==> src/rtl/irq_ctrl_pkg.sv <==
// Shared interrupt-controller types: FSM states, register offsets, CUR bit positions.
package irq_ctrl_pkg;

  typedef enum logic [1:0] {
    IRQ_IDLE = 2'd0,
    IRQ_REQ  = 2'd1,
    IRQ_SVC  = 2'd2
  } irq_state_t;

  localparam logic [2:0] IRQ_REG_PEND = 3'd0;
  localparam logic [2:0] IRQ_REG_MASK = 3'd1;
  localparam logic [2:0] IRQ_REG_CUR  = 3'd2;
  localparam logic [2:0] IRQ_REG_EOI  = 3'd3;
  localparam logic [2:0] IRQ_REG_EDGE = 3'd4;

  localparam int IRQ_CUR_VALID = 31;
  localparam int IRQ_CUR_SPUR  = 30;
  localparam int IRQ_ID_W      = 5;

endpackage

==> src/rtl/irq_prio_enc.sv <==
// Fixed-priority encoder: lowest set index wins, pure combinational.
module irq_prio_enc #(
  parameter int NUM_SRC = 8
) (
  input  logic [NUM_SRC-1:0] vec_i,
  output logic               any_o,
  output logic [4:0]         id_o
);

  // Scan high to low so the lowest set index is the last assignment.
  always_comb begin
    id_o = '0;
    for (int i = NUM_SRC - 1; i >= 0; i--) begin
      if (vec_i[i]) id_o = 5'(i);
    end
  end

  assign any_o = |vec_i;

endmodule

==> src/rtl/irq_ctrl.sv <==
// Interrupt controller: synchronizes NUM_SRC lines, keeps PEND/MASK, presents one
// prioritized request on irq, captures the acked ID into CUR and waits for EOI.
// Build option: IRQ_CTRL_EDGE_EN enables the per-source EDGE register (edge/level select);
// without it every source is level-sensitive.
module irq_ctrl
  import irq_ctrl_pkg::*;
#(
  parameter int NUM_SRC = 8,
  parameter int DATA_W  = 32
) (
  input  logic               clk,
  input  logic               rst,
  input  logic [NUM_SRC-1:0] irq_src,
  output logic               irq,
  input  logic               irq_ack,
  input  logic               bus_sel,
  input  logic               bus_we,
  input  logic [2:0]         bus_addr,
  input  logic [DATA_W-1:0]  bus_wdata,
  output logic [DATA_W-1:0]  bus_rdata
);

  logic [NUM_SRC-1:0] s1_q, s2_q, pend_q, pend_d, mask_q, elig, win_oh;
  logic [DATA_W-1:0]  rdata_q, rd_d;
  logic [4:0]         win_id, cur_id_q;
  logic               elig_any, cur_valid_q, cur_spur_q;
  logic               wr, rd, eoi_wr, eoi_fire, cap_req, cap_spur;
  irq_state_t         state_q, state_d;

  assign wr       = bus_sel & bus_we;
  assign rd       = bus_sel & ~bus_we;
  assign eoi_wr   = wr && (bus_addr == IRQ_REG_EOI);
  assign eoi_fire = eoi_wr && (state_q == IRQ_SVC);
  assign elig     = pend_q & mask_q;
  assign win_oh   = NUM_SRC'(1) << win_id;
  assign irq      = (state_q == IRQ_REQ);
  assign bus_rdata = rdata_q;

  irq_prio_enc #(.NUM_SRC(NUM_SRC)) u_enc (
    .vec_i (elig),
    .any_o (elig_any),
    .id_o  (win_id)
  );

  // Two-flop synchronizer on every source line.
  always_ff @(posedge clk or posedge rst) begin
    if (rst) begin
      s1_q <= '0;
      s2_q <= '0;
    end else begin
      s1_q <= irq_src;
      s2_q <= s1_q;
    end
  end

`ifdef IRQ_CTRL_EDGE_EN
  logic [NUM_SRC-1:0] s3_q, edge_q, w1c, ack_clr, rise;

  assign w1c     = (wr && bus_addr == IRQ_REG_PEND) ? (bus_wdata[NUM_SRC-1:0] & edge_q) : '0;
  assign ack_clr = cap_req ? (win_oh & edge_q) : '0;
  assign rise    = s2_q & ~s3_q & edge_q;
  // Edge bits: a fresh edge beats any same-cycle clear; level bits mirror s2.
  assign pend_d  = (edge_q & (rise | (pend_q & ~(w1c | ack_clr)))) | (~edge_q & s2_q);

  // Edge-detect delay flop and the edge/level select register.
  always_ff @(posedge clk or posedge rst) begin
    if (rst) begin
      s3_q   <= '0;
      edge_q <= '0;
    end else begin
      s3_q <= s2_q;
      if (wr && bus_addr == IRQ_REG_EDGE) edge_q <= bus_wdata[NUM_SRC-1:0];
    end
  end
`else
  logic [NUM_SRC-1:0] unused_oh;
  assign unused_oh = win_oh;
  assign pend_d    = s2_q;
`endif

  logic unused_wdata;
  assign unused_wdata = ^bus_wdata[DATA_W-1:NUM_SRC];

  // Pending and mask registers.
  always_ff @(posedge clk or posedge rst) begin
    if (rst) begin
      pend_q <= '0;
      mask_q <= '0;
    end else begin
      pend_q <= pend_d;
      if (wr && bus_addr == IRQ_REG_MASK) mask_q <= bus_wdata[NUM_SRC-1:0];
    end
  end

  // Request FSM; an ack always wins over a same-cycle withdrawal.
  always_comb begin
    state_d  = state_q;
    cap_req  = 1'b0;
    cap_spur = 1'b0;
    case (state_q)
      IRQ_IDLE: begin
        if (irq_ack) begin
          cap_spur = 1'b1;
          state_d  = IRQ_SVC;
        end else if (elig_any) begin
          state_d = IRQ_REQ;
        end
      end
      IRQ_REQ: begin
        if (irq_ack) begin
          cap_req = 1'b1;
          state_d = IRQ_SVC;
        end else if (!elig_any) begin
          state_d = IRQ_IDLE;
        end
      end
      IRQ_SVC:  if (eoi_wr) state_d = IRQ_IDLE;
      default:  state_d = IRQ_IDLE;
    endcase
  end

  // State and captured-ID registers.
  always_ff @(posedge clk or posedge rst) begin
    if (rst) begin
      state_q     <= IRQ_IDLE;
      cur_valid_q <= 1'b0;
      cur_spur_q  <= 1'b0;
      cur_id_q    <= '0;
    end else begin
      state_q <= state_d;
      if (cap_req) begin
        cur_valid_q <= 1'b1;
        cur_spur_q  <= 1'b0;
        cur_id_q    <= win_id;
      end else if (cap_spur) begin
        cur_valid_q <= 1'b1;
        cur_spur_q  <= 1'b1;
        cur_id_q    <= '0;
      end else if (eoi_fire) begin
        cur_valid_q <= 1'b0;
      end
    end
  end

  // Read mux; unmapped and write-only offsets return 0.
  always_comb begin
    rd_d = '0;
    case (bus_addr)
      IRQ_REG_PEND: rd_d[NUM_SRC-1:0] = pend_q;
      IRQ_REG_MASK: rd_d[NUM_SRC-1:0] = mask_q;
      IRQ_REG_CUR: begin
        rd_d[IRQ_CUR_VALID]  = cur_valid_q;
        rd_d[IRQ_CUR_SPUR]   = cur_spur_q;
        rd_d[IRQ_ID_W-1:0]   = cur_id_q;
      end
`ifdef IRQ_CTRL_EDGE_EN
      IRQ_REG_EDGE: rd_d[NUM_SRC-1:0] = edge_q;
`endif
      default: rd_d = '0;
    endcase
  end

  // Registered read data, updated only by a read strobe.
  always_ff @(posedge clk or posedge rst) begin
    if (rst)     rdata_q <= '0;
    else if (rd) rdata_q <= rd_d;
  end

endmodule
==> config.mk <==
export PLATFORM = sky130hd
export DESIGN_NAME = irq_ctrl
export DESIGN_NICKNAME = d
export VERILOG_FILES = /design/src/rtl/irq_ctrl_pkg.sv /design/src/rtl/irq_prio_enc.sv /design/src/rtl/irq_ctrl.sv
export SDC_FILE = /design/constraint.sdc
export NUM_CORES = 1
export LEC_CHECK = 0
export BUFFER_PORTS_ARGS = -buffer_cell sky130_fd_sc_hd__buf_4
export CORE_MARGIN = 2
export CORE_UTILIZATION = 35
export CTS_CLUSTER_DIAMETER = 120
export DETAILED_ROUTE_END_ITERATION = 7
export PLACE_DENSITY = 0.72
export SLEW_MARGIN = 0
export SYNTH_ARGS = -nofsm -noshare
export SYNTH_HDL_FRONTEND = slang
export SYNTH_SLANG_ARGS = --single-unit
==> constraint.sdc <==
create_clock -name clk -period 2.7 [get_ports clk]
set_clock_uncertainty 0.1 [all_clocks]
set_input_delay 0.27 -clock clk [delete_from_list [all_inputs] [get_ports clk]]
set_output_delay 0.27 -clock clk [all_outputs]
set_load 0.005 [all_outputs]
# Yosys cells after proc, flatten, opt, wreduce, memory -nomap -nowiden
# Index checks and enable logic that the tools add are counted.
[classes]
n_eq_ne = 8
mux = 27
n_bitwise = 4
n_reduce_logical = 9
[ops]
columns = ["cell", "n"]
rows = [
  ["$mux W3", 8],
  ["$pmux W5 S3", 1],
  ["$mux W2", 6],
  ["$mux W5", 2],
  ["$and A8 B8 Y8", 1],
  ["$mux W1", 8],
  ["$reduce_or A8 Y1", 1],
  ["$eq A3 B2 Y1 const B", 2],
  ["$ne A3 B3 Y1 const B", 2],
  ["$pmux W2 S3", 1],
  ["$pmux W3 S2", 1],
  ["$eq A3 B1 Y1 const B", 1],
  ["$logic_and A1 B1 Y1", 3],
  ["$logic_not A3 Y1", 1],
  ["$reduce_and A3 Y1", 1],
  ["$reduce_bool A3 Y1", 1],
  ["$and A1 B1 Y1", 2],
  ["$eq A2 B1 Y1 const B", 1],
  ["$eq A2 B2 Y1 const B", 1],
  ["$logic_not A2 Y1", 1],
  ["$ne A2 B2 Y1 const B", 1],
  ["$reduce_bool A2 Y1", 1],
  ["$not A1 Y1", 1],
]
[totals]
regBits = 51
input_bits = 48
wordCells = 57

# Longest topological paths before layout
# Gate-level depths: netlist of the first run.
[logic_depth]
depth_word = 10
mapped_depth = 5
depth_no_buf = 4

# Hierarchy
# Synthesis of the first run repeated with hierarchy kept, for this count alone.
[hier_totals]
cells_unflattened = 181
area_unflattened_um2 = 2163.3
[modules_own_cells]
columns = ["module", "instances", "cells_each", "area_each_um2", "seq_area_each_um2"]
rows = [
  ["irq_ctrl", 1, 165, 2063.2, 1276.2],
  ["irq_prio_enc", 1, 16, 100.1, 0.0],
]

# Worst setup path after synthesis of the first run
# OpenSTA, ideal clock, no wires.
[synth_timing]
path_kind = "input to register"
startpoint = "input port bus_addr[0]"
endpoint = "register mask_q[0]"
setup_time_ps = 125
arrival_time_ps = 1059
t_required_ps = 2475
setup_slack_ps = 1416
path_stages = 4
cell_sequence = "buf_6 > nand4b_4 > nor2_8 > mux2_2"
[synth_via]
elab_chain_len = 2
[synth_lines]
columns = ["element", "line", "rtl"]
rows = [
  ["start: declaration", "irq_ctrl.sv:18", "input logic [2:0] bus_addr,"],
  ["$eq A3 B1 Y1", "irq_ctrl.sv:91", "if (wr && bus_addr == IRQ_REG_MASK) mask_q <= bus_wdata[NUM_SRC-1:0];"],
  ["$logic_and A1 B1 Y1", "irq_ctrl.sv:91", ""],
  ["end signal: assignment", "irq_ctrl.sv:91", ""],
  ["end: declaration", "irq_ctrl.sv:23", "logic [NUM_SRC-1:0] s1_q, s2_q, pend_q, pend_d, mask_q, elig, win_oh;"],
]
# Every way passes these cells.
# A chain may end at the register's enable or synchronous reset.

# Final worst setup path of the first run
[layout_timing]
startpoint = "register state_q[1]"
endpoint = "register cur_id_q[0]"
[layout_via]
elab_chain_len = 3
word_cells_on_any_way = 6
cone_classes = "eq/ne (1); mux (3); reduce/logical (2)"
[layout_lines]
columns = ["element", "line", "rtl"]
rows = [
  ["start: declaration", "irq_ctrl.sv:28", "irq_state_t state_q, state_d;"],
  ["start signal: assignment", "irq_ctrl.sv:130", "state_q <= state_d;"],
  ["$eq A2 B1 Y1 or $logic_not A2 Y1 (tied branches)", "irq_ctrl.sv:100", "case (state_q)"],
  ["$mux W1", "irq_ctrl.sv:100", ""],
  ["$mux W5 or $reduce_bool A2 Y1 (tied branches)", "n/a", ""],
  ["end signal: assignment", "irq_ctrl.sv:134", "cur_id_q <= win_id;"],
  ["end: declaration", "irq_ctrl.sv:25", "logic [4:0] win_id, cur_id_q;"],
]
# Parallel ways exist; a longest one is shown, timed or not.

==> flow_metrics.py, run 1 <==
metrics = {
    "run_status": {
        "outcome": "completed",
    },
    "critical_path": {
        "critPathCapture": "cur_id_q[0]",
        "r2r-end": "cur_id_q[0]",
        "crit_path_start": "state_q[1]",
        "crit_path_start_kind": "flop",
        "cp_max_fo": 6,
        "cp-end-kind": "flop",
        "timing.rr.start": "state_q[1]",
        "rrSetupSlack_ns": 1.33,
        "worstPathArrival_ns": 1.49,
        "r2r_cells": 4,
        "critPathKind": "flop to flop",
        "required_ns": 2.82,
    },
    "sta": {
        "rsz0062_at_grt": "false",
        "finalSetupViolations": 0,
        "max_freq_ghz": 0.728,
        "worst_pin_slew_ns": 0.962,
        "fin_crit_ns": 1.37,
        "setup_tns_ns": 0,
        "slew_headroom_pct": 35.8,
        "hold_viol": 0,
        "drv_slew": 0,
        "period_share_pct": 50.9,
    },
    "clocking": {
        "clockBufferDepth": 2,
        "cts_root_buffer": "clkbuf_8",
        "htreeDepth": 2,
        "cts_tree": "built",
        "clk_pin_slew_ns": 0.09,
        "cts_sinks": 49,
        "numCtsBuffers": 5,
        "post-cts-setup-buffers": 0,
        "insertion_delay_ns": 0.30,
    },
    "synth": {
        "ys_types": 30,
        "synth-seq-cells": 49,
        "synth_area_per_cell_um2": 12.8,
        "synthCells": 156,
        "yosysWarningCount": 0,
        "ys_seq_area_share_pct": 61.6,
        "synth_area_leaders": "dfrtp_1, buf_4, mux2_2",
        "yosysTopAreaCellShare_pct": 61.6,
        "yosys.area.top_type": "dfrtp_1",
        "syn_area_mm2": 0.00199,
    },
    "global_route": {
        "grt_pass1_vias": 1066,
        "grt_usage_pct": 10.4,
        "grt-ovfl-total": 0,
        "antenna_found_initial": 0,
        "grt_max_degree": 50,
        "grt_pass1_wl_mm": 4.86,
    },
    "routing": {
        "antenna_left": 0,
        "firstDrtPassIters": 4,
        "wl_per_cell_um": 11.0,
        "routed_wl_mm": 3.03,
        "num_vias": 1181,
        "drt_iter0_drc": 84,
        "vias_per_cell": 4.29,
        "drc": 0,
    },
    "placed_design": {
        "numPortBuffers": 34,
        "gp_congestion": 0.717,
        "dpl_cell_area_mm2": 0.00223,
        "dp_hpwl_mm": 2.20,
    },
    "finish": {
        "final_area_mm2": 0.00241,
        "num_antenna_cells": 0,
        "drive_above_1_share_pct": 27.6,
        "filler_cell_count": 548,
        "post-route-util_pct": 43.9,
        "nets": 250,
        "area_growth_pct": 21.2,
    },
    "floorplan": {
        "io_pins": 81,
        "initial_core_util_pct": 36.2,
        "die_h_um": 79.4,
        "die_x_um": 79.4,
        "die_area_mm2": 0.00631,
        "rows": 27,
        "coreArea_mm2": 0.00551,
    },
    "pwr": {
        "intPower_mw": 1.16,
        "p_leak_nw": 1.17,
        "p_sw_mw": 0.413,
        "p_seq_share_pct": 56.1,
        "peakVddDrop_v": 0.000263,
        "power.clock.fraction_pct": 28.9,
        "cellPowerDensity_mw_per_mm2": 653,
        "switching_share_pct": 26.2,
        "p_comb_share_pct": 15.0,
    },
    "min_path": {
        "hold_path_class": "primary input to flop",
    },
    "job": {
        "maxCapViolations": 0,
    },
}
==> worst min path at each step <==
stage | from | endpoint | slack [ns] | depth (start not counted)
after global placement | s1_q[5] | pend_d[5] | 0.23 | 0
after floorplan | irq_src[0] | s1_q[0] | 0.20 | 0
final | bus_wdata[7] | mask_q[7] | 0.09 | 2
after global routing | bus_wdata[7] | mask_q[7] | 0.08 | 2
after CTS | bus_wdata[7] | mask_q[7] | 0.08 | 2
after detailed placement | s1_q[2] | pend_d[2] | 0.23 | 0
==> routing by layer <==
metal	routed length, µm	vias to the layer above	global-route usage [%]
met2	1430	44	17.3
li1	-	585	-
met5	0	-	0
met1	1310	547	11.6
met3	222	5	3.73
met4	68	0	5.17
==> per-stage QoR <==
step                      hold WS (ns)  worst slack (ns)  instances  power [mW]
after floorplan                  0.201              1.16        177        1.06
after global routing            0.0755              1.20        275        1.67
after global placement           0.233              1.25        259        1.12
after detailed placement         0.235              1.25        259        1.13
final                           0.0923              1.33        275        1.58
after CTS                       0.0783              1.32        275        1.60
==> placed cells by master, fill, tap and decap left out, drive strengths merged, types with 2 or more instances in the layout <==
cell type and n:
nand3b 2, clkbuf 6, nand2 18, a22oi 2, mux2i 8, o21ai 13, a21oi 2, nand3 3
nor2 5, mux2 8, inv 3, nand2b 2, conb 22, a22o 4, dfrtp 49, dlygate4sd3 8
buf 34, nor2b 4
==> final cells by class <==
cell class	instances	area, µm²	share of cell area [%]
tap	72	90.1	3.73
sequential	49	1230	50.8
inverter	2	7.51	0.311
clock inverter	2	17.5	0.725
multi-input combinational	102	656	27.2
clock buffer	6	82.6	3.42
timing repair buffer	42	335	13.9
==> power groups by stage <==
stage / clock, mW / combinational (mW) / sequential [mW]
floorplan: 0 / 0.174 / 0.886
global placement: 0 / 0.227 / 0.897
detailed placement: 0 / 0.231 / 0.900
CTS: 0.474 / 0.240 / 0.886
global route: 0.504 / 0.269 / 0.899
finish: 0.455 / 0.237 / 0.885
==> cell families (layout without fill, tap and decap cells) <==
family / Yosys count / after routing / synth area share [%]
AO/OA/AOI/OAI: 27 / 27 / 8.86
multiplexers: 16 / 16 / 8.54
AND/OR/NAND/NOR: 37 / 37 / 11.4
other: 1 / 22 / 0.188
flip-flops: 49 / 49 / 61.6
buffers and inverters: 26 / 52 / 9.48
==> flip-flops by register name, indices dropped and copies added (netlist names) <==
name / count
state_q: 2
cur_valid_q: 1
cur_spur_q: 1
pend_q: 8
mask_q: 8
cur_id_q: 3
bus_rdata: 10
s1_q: 8
pend_d: 8
==> repair_timing <==
item,CTS,global route
endpoints found under the hold margin,8,0
hold buffers,8,0
gates resized for setup,0,0
==> critical path: stages, from the launching register on <==
cell,delay [ns]
dfrtp_1,0.42
nor2b_1,0.21
nand3_1,0.18
a221o_1,0.31
o211ai_1,0.08
==> cells in the mapped netlist (all sizes together) <==
cell type	n
a21oi	2
a221o	1
a22o	4
a22oi	2
a32o	1
a32oi	1
buf	24
conb	1
dfrtp	49
inv	2
mux2	8
mux2i	8
nand2	18
nand2b	2
nand3	3
nand3b	2
nand4	1
nand4b	1
nor2	5
nor2b	4
o211ai	1
o21a	1
o21ai	13
o31ai	1
or3	1
Note: power is estimated with default switching activity, not from simulation.
==> run 2, diff against run 1 <==
==> constraint.sdc (replaced) <==
create_clock -name clk -period 1.3 [get_ports clk]
set_clock_uncertainty 0.1 [all_clocks]
set_input_delay 0.13 -clock clk [delete_from_list [all_inputs] [get_ports clk]]
set_output_delay 0.13 -clock clk [all_outputs]
set_load 0.005 [all_outputs]
==> run 2 against run 1 <==
Via count up 7.8%; cell count grew 6.9%; non-clock buffer count increased by 19; worst hold slack worse by 0.070 ns; critical path depth fell by 1; die area is the same; first-iteration DRC count down 39%.
==> flow_metrics.py, run 2 (synthesized netlist as in run 1, its figures left out) <==
metrics = {
    "finish": {
        "num_antenna_cells": 0,
        "largest_reg_flops": 10,
        "nets": 269,
        "filler_cell_count": 525,
        "layout_commonest_cell": "dfrtp_1",
        "area_growth_pct": 30.5,
        "fin_cells": 294,
        "post-route-util_pct": 47.2,
        "layout_common_cells": "dfrtp_1, buf_4, conb_1",
        "drive_above_1_share_pct": 30.6,
    },
    "sta": {
        "rsz0062_at_grt": "true",
        "period_share_pct": 99.5,
        "max_freq_ghz": 0.773,
        "hold_viol": 0,
        "setup_tns_ns": 0,
        "drv_slew": 0,
        "hold_ws_ns": 0.0225,
        "fin_crit_ns": 1.29,
        "finalSetupViolations": 0,
        "setup_ws_ns": 0.00630,
    },
    "critical_path": {
        "worstPathArrival_ns": 1.06,
        "critPathKind": "flop to output pin",
        "required_ns": 1.07,
        "cp-end-kind": "output pin",
        "crit_path_start_kind": "flop",
        "r2r_cells": 4,
        "cp_max_fo": 5,
        "rrSetupSlack_ns": 0.07,
        "r2r-end": "cur_id_q[0]",
        "timing.rr.start": "state_q[1]",
    },
    "global_route": {
        "grt_usage_pct": 11.8,
        "grt_max_degree": 50,
        "grt-ovfl-total": 0,
        "grt_pass1_wl_mm": 5.53,
        "antenna_found_initial": 0,
        "grt_pass1_vias": 1231,
    },
    "placed_design": {
        "place_ws_ns": 0.0315,
        "dp_hpwl_mm": 2.38,
        "numPortBuffers": 34,
        "dp.cells": 268,
        "gp_congestion": 0.707,
    },
    "clocking": {
        "cts_root_buffer": "clkbuf_8",
        "insertion_delay_ns": 0.30,
        "cts_sinks": 49,
        "cts_tree": "built",
        "clk_pin_slew_ns": 0.09,
        "clockBufferDepth": 2,
        "post-cts-setup-buffers": 0,
        "numCtsBuffers": 5,
        "htreeDepth": 2,
    },
    "routing": {
        "vias_per_cell": 4.33,
        "top_layer_used": "met4",
        "drt_iter0_drc": 51,
        "antenna_left": 0,
        "drc": 0,
        "met3_length_um": 232,
        "num_vias": 1273,
        "wl_per_cell_um": 11.3,
        "route.layer.met1.wl_mm": 1.35,
        "firstDrtPassIters": 4,
        "wl_met2_mm": 1.68,
        "routed_wl_mm": 3.33,
    },
    "min_path": {
        "hold_path_class": "primary input to flop",
        "holdCritStartpoint": "bus_addr[2]",
        "hold-path-endpoint": "bus_rdata[31]",
        "hold_depth": 3,
    },
    "floorplan": {
        "die_h_um": 79.4,
        "io_pins": 81,
        "initial_core_util_pct": 36.2,
        "die_area_mm2": 0.00631,
        "coreArea_mm2": 0.00551,
        "rows": 27,
        "die_x_um": 79.4,
    },
    "run_status": {
        "outcome": "completed",
    },
    "pwr": {
        "p_leak_nw": 1.25,
        "intPower_mw": 2.45,
        "peakVddDrop_v": 0.000472,
        "p_comb_share_pct": 19.2,
        "cellPowerDensity_mw_per_mm2": 1280,
        "switching_share_pct": 26.2,
        "power.clock.fraction_pct": 25.6,
        "p_sw_mw": 0.870,
        "p_seq_share_pct": 55.3,
    },
    "job": {
        "maxCapViolations": 0,
    },
}
==> run 2: layout make-up <==
cell class              count  area [µm²]  share of cell area, %
clock buffers               6        72.6                   2.79
clock inverters             2        10.0                  0.385
inverters                   2        11.3                  0.433
multi-input cells         102         671                   25.8
flip-flops and latches     49        1230                   47.2
well taps                  72        90.1                   3.46
repair buffers             61         519                   20.0
==> run 2: worst max-delay path: stages, from the launching register on <==
cell	delay, ns
dfrtp_1	0.41
buf_6	0.13
nor2b_1	0.10
buf_4	0.12
==> run 2: per-stage QoR <==
step,instance area [µm²],power (mW)
4_1_cts,2580,3.34
5_1_grt,2600,3.54
3_3_place_gp,2320,2.41
6_report,2600,3.32
3_5_place_dp,2320,2.44
2_1_floorplan,2070,2.20
==> run 2: how the worst max path moves through the flow <==
stage / from / end / slack, ns / depth (start not counted)
5_1_grt: state_q[1] / irq / -0.07 / 3
3_5_place_dp: mask_q[6] / cur_id_q[2] / 0.03 / 3
6_report: state_q[1] / irq / 0.006 / 3
4_1_cts: state_q[1] / irq / 0.0002 / 3
2_1_floorplan: state_q[1] / cur_id_q[0] / 0.1 / 4
3_3_place_gp: pend_q[2] / cur_id_q[1] / 0.03 / 3
==> run 2: routing by layer <==
layer  vias up  global-route usage (%)
li1        622                       -
met1       598                    13.1
met2        47                    19.8
met3         6                    3.17
met4         0                    7.24
met5         -                       0
==> run 2: timing repair <==
item                                   CTS  global route
setup endpoints to repair                0             5
endpoints found under the hold margin   66             0
hold buffers                            18             0
resized for setup                        0             5
==> run 2: power by group through the flow <==
stage | logic (mW) | registers, mW | clock network [mW]
6_report | 0.637 | 1.83 | 0.848
2_1_floorplan | 0.362 | 1.84 | 0
4_1_cts | 0.630 | 1.82 | 0.890
3_5_place_dp | 0.585 | 1.85 | 0
5_1_grt | 0.714 | 1.87 | 0.958
3_3_place_gp | 0.570 | 1.84 | 0
==> run 3, diff against run 2 <==
--- a/config.mk
+++ b/config.mk
@@ -6,11 +6,13 @@
 export NUM_CORES = 1
 export LEC_CHECK = 0
 export BUFFER_PORTS_ARGS = -buffer_cell sky130_fd_sc_hd__buf_4
-export CORE_MARGIN = 2
+export CELL_PAD_IN_SITES_DETAIL_PLACEMENT = 1
+export CELL_PAD_IN_SITES_GLOBAL_PLACEMENT = 1
 export CORE_UTILIZATION = 35
 export CTS_CLUSTER_DIAMETER = 120
 export DETAILED_ROUTE_END_ITERATION = 7
-export PLACE_DENSITY = 0.72
+export GPL_ROUTABILITY_DRIVEN = 0
+export PLACE_DENSITY = 0.87
 export SLEW_MARGIN = 0
 export SYNTH_ARGS = -nofsm -noshare
 export SYNTH_HDL_FRONTEND = slang
==> run 3 against run 2 <==
Register-to-register slack worse by 0.03 ns; sequential power about the same; worst setup slack better by 0.024 ns; critical path depth unchanged; global-route usage up 3.2 points; largest cell class unchanged; highest routed layer unchanged.
==> flow_metrics.py, run 3 (synthesized netlist as in run 1, its figures left out) <==
metrics = {
    "global_route": {
        "grt_pass1_wl_mm": 6.69,
        "grt_max_degree": 34,
        "grt.busiest_layer": "met2",
        "grt_usage_pct": 15.0,
        "met3_usage_pct": 3.18,
        "antenna_found_initial": 0,
        "grt-ovfl-total": 0,
        "grt_use_met2_pct": 28.4,
        "grt_use_met1_pct": 15.6,
        "grt_pass1_vias": 1391,
    },
    "routing": {
        "firstDrtPassIters": 4,
        "antenna_left": 0,
        "num_vias": 1354,
        "wl_per_cell_um": 13.9,
        "routed_wl_mm": 4.13,
        "drt_iter0_drc": 58,
        "vias_per_cell": 4.56,
        "drc": 0,
    },
    "floorplan": {
        "initial_core_util_pct": 36.2,
        "io_pins": 81,
        "die_h_um": 77.4,
        "die_x_um": 77.4,
        "rows": 27,
        "coreArea_mm2": 0.00551,
        "die_area_mm2": 0.00600,
    },
    "finish": {
        "layout_commonest_cell": "dfrtp_1",
        "largest_reg_flops": 10,
        "drive_above_1_share_pct": 33.3,
        "layout_common_cells": "dfrtp_1, buf_4, conb_1",
        "num_antenna_cells": 0,
        "area_growth_pct": 33.9,
        "filler_cell_count": 585,
        "final-seq-area_mm2": 0.00123,
        "post-route-util_pct": 48.4,
        "nets": 272,
        "multi_input_area_um2": 687,
    },
    "sta": {
        "max_freq_ghz": 0.788,
        "rsz0062_at_grt": "true",
        "fin_crit_ns": 1.27,
        "hold_viol": 0,
        "finalSetupViolations": 0,
        "period_share_pct": 97.6,
        "drv_slew": 0,
    },
    "pwr": {
        "finalPower_mw": 3.70,
        "p_leak_nw": 1.27,
        "peakVddDrop_v": 0.000552,
        "cellPowerDensity_mw_per_mm2": 1390,
    },
    "critical_path": {
        "critPathKind": "flop to output pin",
        "timing.rr.start": "pend_q[6]",
        "crit_path_start_kind": "flop",
        "path_buf_inv": 2,
        "worstPathArrival_ns": 1.04,
        "slowest_delay_ns": 0.41,
        "slowest_stage": "dfrtp_1",
        "crit_path_start": "state_q[1]",
        "critPathTopFamily": "flip-flops",
        "cpMostUsedCell": "buf_6",
        "required_ns": 1.07,
        "cp-end-kind": "output pin",
        "path_cells": "buf_6, nor2b_4, buf_6",
        "cp_max_fo": 4,
    },
    "clocking": {
        "numCtsBuffers": 5,
        "cts_sinks": 49,
        "insertion_delay_ns": 0.31,
        "clockBufferDepth": 2,
        "htreeDepth": 2,
        "cts_root_buffer": "clkbuf_8",
        "clk_pin_slew_ns": 0.09,
        "cts_tree": "built",
    },
    "job": {
        "maxCapViolations": 0,
    },
    "min_path": {
        "hold_path_class": "primary input to flop",
        "holdCritStartpoint": "irq_ack",
    },
    "run_status": {
        "outcome": "completed",
    },
    "placed_design": {
        "numPortBuffers": 34,
        "dp_hpwl_mm": 2.80,
    },
}
run 3: cell count changes in the layout (fill, tap and decap cells not counted), sizes merged:
cell,before,now
clkinv,2,0
bufinv,0,1
clkinvlp,1,2
buf,43,46
run 3: path summary, 6_finish.rpt:
kind / endpoint / slack [ns] / cells after the start
min: cur_valid_q / 0.03 / 3
max reg2reg: cur_id_q[2] / 0.04 / 3
max: irq / 0.03 / 3
min in group asynchronous: pend_d[5] / 0.31 / 4
min reg2reg: pend_d[1] / 0.25 / 0
max in group asynchronous: mask_q[2] / 0.41 / 4
run 3: repair_timing:
item                       4_1_cts  5_1_grt
buffers inserted                 0        3
hold endpoints to repair        66        0
resized for setup                6        3
hold buffers                    18        0
pin swaps                        0        2
setup endpoints to repair        4        5
run 3: layout make-up:
cell class | count | area share [%]
Sequential cell | 49 | 46.0
Multi-Input combinational cell | 102 | 25.8
Timing Repair Buffer | 64 | 20.0
Tap cell | 72 | 3.38
Clock buffer | 6 | 3.10
Clock inverter | 2 | 1.41
Inverter | 2 | 0.422
run 3: metal layers:
layer	vias to the layer above	wire length [µm]	share of wire [%]
met4	0	44	1.1
li1	628	-	-
met1	675	1540	37
met3	3	157	3.8
met5	-	0	0
met2	48	2390	58
run 3: worst reg2reg max path, cell delays in order, from the launching register on:
cell and delay, ns:
dfrtp_1 0.43, a22oi_2 0.21, nand3_1 0.15, a32o_1 0.27
run 3: through the flow:
step	worst slack [ns]	cells	hold slack, ns	setup TNS [ns]	cell area, µm²
floorplan	0.0960	177	0.0614	0	2070
global route	-0.0163	297	0.0368	-0.0422	2670
CTS	0.00356	294	0.0289	0	2630
global placement	0.0313	268	0.0894	0	2310
detailed placement	0.00254	268	0.0915	0	2310
finish	0.0306	297	0.0283	0	2670
run 3: report_power, final:
part / internal [mW] / total (mW) / switching, mW / leakage [nW]
combinational: 0.401 / 0.719 / 0.317 / 0.616
clock: 0.625 / 1.13 / 0.507 / 0.0574
sequential: 1.71 / 1.85 / 0.140 / 0.598
